==> src/rtl/multi_wave_gen.sv <==
// Time-multiplexed multi-channel waveform generator: per-channel phase accumulators,
// one shared sine table, signed amplitude scaling, and a saturating channel mixer.

module sinetable (
    input  logic        [13:0] addr,
    output logic signed [11:0] value
);
    logic [12:0] x;
    logic [4:0]  k;
    logic [7:0]  frac;
    logic [11:0] lo;
    logic [11:0] hi;
    logic [11:0] diff;
    logic [19:0] prod;
    logic [11:0] mag;

    function automatic logic [11:0] quarter(input logic [4:0] idx);
        case (idx)
            5'd0:    quarter = 12'd0;
            5'd1:    quarter = 12'd201;
            5'd2:    quarter = 12'd399;
            5'd3:    quarter = 12'd594;
            5'd4:    quarter = 12'd783;
            5'd5:    quarter = 12'd965;
            5'd6:    quarter = 12'd1137;
            5'd7:    quarter = 12'd1299;
            5'd8:    quarter = 12'd1447;
            5'd9:    quarter = 12'd1582;
            5'd10:   quarter = 12'd1702;
            5'd11:   quarter = 12'd1805;
            5'd12:   quarter = 12'd1891;
            5'd13:   quarter = 12'd1959;
            5'd14:   quarter = 12'd2008;
            5'd15:   quarter = 12'd2037;
            default: quarter = 12'd2047;
        endcase
    endfunction

    // Quarter-wave table with linear interpolation; upper address bits select mirror and sign.
    always_comb begin
        x     = addr[12] ? (13'd4096 - {1'b0, addr[11:0]}) : {1'b0, addr[11:0]};
        k     = x[12:8];
        frac  = x[7:0];
        lo    = quarter(k);
        hi    = quarter(k + 5'd1);
        diff  = hi - lo;
        prod  = 20'(diff) * 20'(frac);
        mag   = lo + 12'(prod >> 8);
        value = addr[13] ? -$signed(mag) : $signed(mag);
    end
endmodule

module multi_wave_gen #(
    parameter int NCH   = 4,
    parameter int OUT_W = 16
) (
    input  logic                                  clk,
    input  logic                                  reset,
    input  logic                                  sample_tick,
    input  logic                                  sync,
    input  logic                                  cfg_we,
    input  logic [((NCH > 1) ? $clog2(NCH) : 1)-1:0] cfg_ch,
    input  logic [1:0]                            cfg_addr,
    input  logic [15:0]                           cfg_data,
    output logic signed [OUT_W-1:0]               out_sample,
    output logic                                  out_valid,
    output logic                                  busy,
    output logic                                  overrun
);
    localparam int CH_W  = (NCH > 1) ? $clog2(NCH) : 1;
    localparam int ACC_W = 18 + $clog2(NCH);
    localparam int CW    = ((ACC_W > OUT_W) ? ACC_W : OUT_W) + 1;
    localparam logic signed [CW-1:0] MAX_V = {{(CW-OUT_W+1){1'b0}}, {(OUT_W-1){1'b1}}};
    localparam logic signed [CW-1:0] MIN_V = {{(CW-OUT_W+1){1'b1}}, {(OUT_W-1){1'b0}}};

    typedef enum logic [1:0] {
        IDLE,
        RUN,
        OUT
    } state_t;

    state_t state;
    state_t state_next;

    logic        [15:0] phase     [NCH];
    logic        [15:0] phase_add [NCH];
    logic        [15:0] phase_off [NCH];
    logic signed [15:0] amp       [NCH];
    logic        [1:0]  mode      [NCH];

    logic        [CH_W-1:0]  slot;
    logic signed [ACC_W-1:0] acc;
    logic                    sync_pend;
    logic                    overrun_r;
    logic signed [OUT_W-1:0] sample_r;

    logic        [15:0]      cur_phase;
    logic        [1:0]       cur_mode;
    logic signed [15:0]      cur_amp;
    logic signed [11:0]      sine_val;
    logic signed [15:0]      wave;
    logic signed [31:0]      product;
    logic signed [16:0]      term;
    logic signed [ACC_W-1:0] acc_sum;
    logic signed [CW-1:0]    acc_ext;
    logic signed [OUT_W-1:0] sample_next;
    logic                    last_slot;
    logic                    reload;

    assign cur_phase = phase[slot];
    assign cur_mode  = mode[slot];
    assign cur_amp   = amp[slot];
    assign last_slot = (slot == CH_W'(NCH - 1));
    assign reload    = (state == IDLE) && (sync || sync_pend);

    sinetable u_sine (
        .addr  (cur_phase[15:2]),
        .value (sine_val)
    );

    always_comb begin
        case (cur_mode)
            2'd0:    wave = {sine_val, 4'b0000};
            2'd1:    wave = cur_phase[15] ? -16'sd32767 : 16'sd32767;
            2'd2:    wave = {~cur_phase[15], cur_phase[14:0]};
            default: wave = '0;
        endcase
        product = $signed({{16{wave[15]}}, wave}) * $signed({{16{cur_amp[15]}}, cur_amp});
        term    = 17'(product >>> 15);
        acc_sum = acc + {{(ACC_W-17){term[16]}}, term};
        acc_ext = {{(CW-ACC_W){acc_sum[ACC_W-1]}}, acc_sum};
        if (acc_ext > MAX_V) begin
            sample_next = MAX_V[OUT_W-1:0];
        end else if (acc_ext < MIN_V) begin
            sample_next = MIN_V[OUT_W-1:0];
        end else begin
            sample_next = acc_ext[OUT_W-1:0];
        end
    end

    always_comb begin
        state_next = state;
        case (state)
            IDLE:    if (sample_tick && !sync && !sync_pend) state_next = RUN;
            RUN:     if (last_slot) state_next = OUT;
            OUT:     state_next = IDLE;
            default: state_next = IDLE;
        endcase
    end

    always_ff @(posedge clk) begin
        if (reset) begin
            state     <= IDLE;
            slot      <= '0;
            acc       <= '0;
            sync_pend <= 1'b0;
            overrun_r <= 1'b0;
            sample_r  <= '0;
            for (int unsigned i = 0; i < NCH; i++) begin
                phase[i]     <= '0;
                phase_add[i] <= '0;
                phase_off[i] <= '0;
                amp[i]       <= '0;
                mode[i]      <= 2'd3;
            end
        end else begin
            state <= state_next;
            for (int unsigned i = 0; i < NCH; i++) begin
                if (cfg_we && cfg_ch == CH_W'(i)) begin
                    case (cfg_addr)
                        2'd0:    phase_add[i] <= cfg_data;
                        2'd1:    phase_off[i] <= cfg_data;
                        2'd2:    amp[i]       <= cfg_data;
                        default: mode[i]      <= cfg_data[1:0];
                    endcase
                end
                if (reload) begin
                    phase[i] <= phase_off[i];
                end else if (state == RUN && slot == CH_W'(i)) begin
                    phase[i] <= phase[i] + phase_add[i];
                end
            end
            if (state == IDLE) begin
                slot <= '0;
                acc  <= '0;
                if (reload) sync_pend <= 1'b0;
            end else begin
                if (sync) sync_pend <= 1'b1;
                if (sample_tick) overrun_r <= 1'b1;
            end
            if (state == RUN) begin
                acc  <= acc_sum;
                slot <= slot + CH_W'(1);
                // Result is registered on the edge into OUT so it is visible alongside out_valid.
                if (last_slot) sample_r <= sample_next;
            end
        end
    end

    assign out_sample = sample_r;
    assign out_valid  = (state == OUT) && !reset;
    assign busy       = (state != IDLE) && !reset;
    assign overrun    = overrun_r;
endmodule
==> config.mk <==
export PLATFORM = sky130hd
export DESIGN_NAME = multi_wave_gen
export DESIGN_NICKNAME = d
export VERILOG_FILES = /design/src/rtl/multi_wave_gen.sv
export SDC_FILE = /design/constraint.sdc
export NUM_CORES = 2
export LEC_CHECK = 0
export CORE_MARGIN = 4
export CORE_UTILIZATION = 43
export CTS_CLUSTER_SIZE = 40
export DETAILED_ROUTE_END_ITERATION = 7
export GPL_ROUTABILITY_DRIVEN = 0
export PLACE_DENSITY_LB_ADDON = 0.2
export SKIP_CTS_REPAIR_TIMING = 1
export SLEW_MARGIN = 0
export SYNTH_ARGS = -nofsm -noshare
export SYNTH_HDL_FRONTEND = slang
export SYNTH_SLANG_ARGS = --single-unit
==> constraint.sdc <==
create_clock -name clk -period 21.9 [get_ports clk]
set_clock_uncertainty 0.1 [all_clocks]
set_input_delay 4.38 -clock clk [delete_from_list [all_inputs] [get_ports clk]]
set_output_delay 4.38 -clock clk [all_outputs]
set_load 0.01 [all_outputs]
==> flow_summary.toml <==
[synthesis]
synth_top_area_share = 0.2575
syn_area_per_cell_um2 = 9.803
syn_nets = 3716
synthTopCellsByArea = "edfxtp_1, fa_1, ha_1, inv_1, nor2_1"
syn_area_um2 = 30790
yosys.area.top_type = "edfxtp_1"
ys_ff_latch = 308
synthDistinctLibCells = 84
ys_warn_count = 0
synth-edff-count = 264
syn_inst = 3141
async_flop_share = 0
synthFlopType = "edfxtp_1"
yosysSeqAreaShare = 0.2861

[worst_setup_path]
slowest_delay_ns = 0.61
path_buf_inv = 9
worst_ep_required_time_ns = 22.28
startpoint_type = "flop"
crit_family = "adder cells"
path_class = "flop to flop"
cp.arrival_ns = 20.98
crit_path_end_kind = "flop"
crit_top_cell = "fa_1"
worst-path-max-fanout = 17
reg2reg_depth = 78
crit_cells = 78
cpMaxStageDelayCell = "mux4_2"

[min_path]
hold_class = "flop to flop"
min_path_cells = 2
min_from = "overrun$_SDFFE_PP0P_"

[die]
die_w_um = 275.6
ios = 44
die_h_um = 275.6
rows = 97
start_util = 0.4367
fp.dieArea_um2 = 75960
core-area_um2 = 70510

[sta]
rsz0062_at_grt = "yes"
fmax_mhz = 48.56
final.period_utilization = 0.9404
maxSlewHeadroom = 0.1989
setup_viol = 0
hold_viol = 0
period_needed_ns = 20.59
slew_viol_final = 0
worst_slew_pin_slew_ns = 1.197

[routing]
vias_per_cell = 5.472
routed_wl_um = 82340
via_count = 22620
wl_per_cell_um = 19.92
drc = 0
drt_iter0_drc = 1886
drt_pass1_iterations = 8
final_antenna_net_count = 0

[place]
dp_hpwl_um = 63220
io_buffers = 43
dp.cells = 4061

[clocking]
cts_buffer_depth = 3
cts_tree = "yes"
cts-root-buf = "clkbuf_16"
clk_latency_ns = 0.60
clkTransAtPathRegs_ns = 0.07
cts_buffers = 31
clkSinkCount = 308
htree_levels = 1

[grt]
track_usage = 0.2209
grt_pass1_vias = 23430
grt_pass1_wl_um = 132000
antenna_found_initial = 4
grt_start_max_net_pins = 65
overflow = 0

[final_layout]
fin_nets = 3744
final_common_cell = "inv_1"
final_cell_mix = "inv_1, nor2_1, fa_1"
area_delta_synth_final_pct = 9.216
stdcell_count = 4134
num_antenna_cells = 0
drive_above_1_share = 0.07326
num-fill-cells = 6475

[flow_run]
cap_violations = 0

[status]
status = "complete, no violations"
cell usage after synthesis, drive strengths merged, types with 17 or more instances:
library cell and number:
or3 20, or2 24, nor2 353, mux4 23, nand2b 46, mux2i 27, o21bai 25, and2 205
clkbuf 97, nor3 32, buf 22, fa 319, a21oi 98, inv 430, xnor2 89, xor2 45
a22o 48, nor2b 22, a21o 47, edfxtp 264, a211oi 23, o21ai 104, a22oi 25, nand2 259
a21boi 17, ha 231, o21a 33, dfxtp 44, nand3 22
metal layers:
metal | track usage | up-vias | wire length, µm | part of all wire
li1 | - | 10510 | - | -
met2 | 0.3779 | 691 | 39680 | 0.48
met3 | 0.02364 | 87 | 4801 | 0.058
met4 | 0.04770 | 0 | 1695 | 0.021
met5 | 0 | - | 0 | 0
met1 | 0.3057 | 11330 | 36170 | 0.44
path summary, 6_finish.rpt:
check / slack, ns / to
worst max register to register: 1.31 / out_sample[0]$_SDFFE_PP0P_
worst min-delay path: 0.38 / overrun$_SDFFE_PP0P_
worst min register to register: 0.38 / overrun$_SDFFE_PP0P_
worst max-delay path: 1.31 / out_sample[0]$_SDFFE_PP0P_
per-stage QoR:
step           setup TNS (ns)  hold WS [ns]  area [µm²]    util  setup WS [ns]
2_1_floorplan               0        0.3887       30790       -          2.617
5_1_grt              -0.03860        0.4277       33630  0.4769       -0.03860
3_5_place_dp          -0.3089        0.3735       32340  0.4587        -0.1627
6_report                    0        0.3764       33630  0.4769          1.305
4_1_cts               -0.8389        0.3830       33420  0.4740        -0.2684
3_3_place_gp                0        0.3605       32340  0.4587         0.5601
cell type report:
| class | count | area, µm² | area share |
|---|---|---|---|
| clock buffer | 34 | 797.0 | 0.02370 |
| clock inverter | 24 | 280.3 | 0.008334 |
| inverter | 433 | 1625 | 0.04833 |
| multi-input combinational | 2281 | 19970 | 0.5937 |
| sequential | 308 | 8813 | 0.2621 |
| tap | 940 | 1176 | 0.03497 |
| timing repair buffer | 114 | 970.9 | 0.02887 |
worst min-delay path, cell delays in order, from the launching register on:
cell     delay (ns)
dfxtp_1        0.31
inv_1          0.04
o21ai_0        0.07
state kept, by name, summed over array words and instances (netlist names), named ones only:
| name | cells |
|---|---|
| amp | 64 |
| phase | 64 |
| phase_add | 64 |
| phase_off | 64 |
| acc | 20 |
| out_sample | 16 |
| mode | 8 |
| slot | 2 |
| state | 2 |
| overrun | 1 |
| sync_pend | 1 |
logic make-up after synthesis:
logic type      synth area share
xor+xnor                 0.03836
buf+inv                  0.06831
mux                      0.03084
flops                     0.2861
compound gates            0.1189
simple gates              0.1563
fa+ha+maj                 0.3013
Power is not shown: default switching activity piles up to over one toggle a cycle in this logic, so the estimate is an artifact.
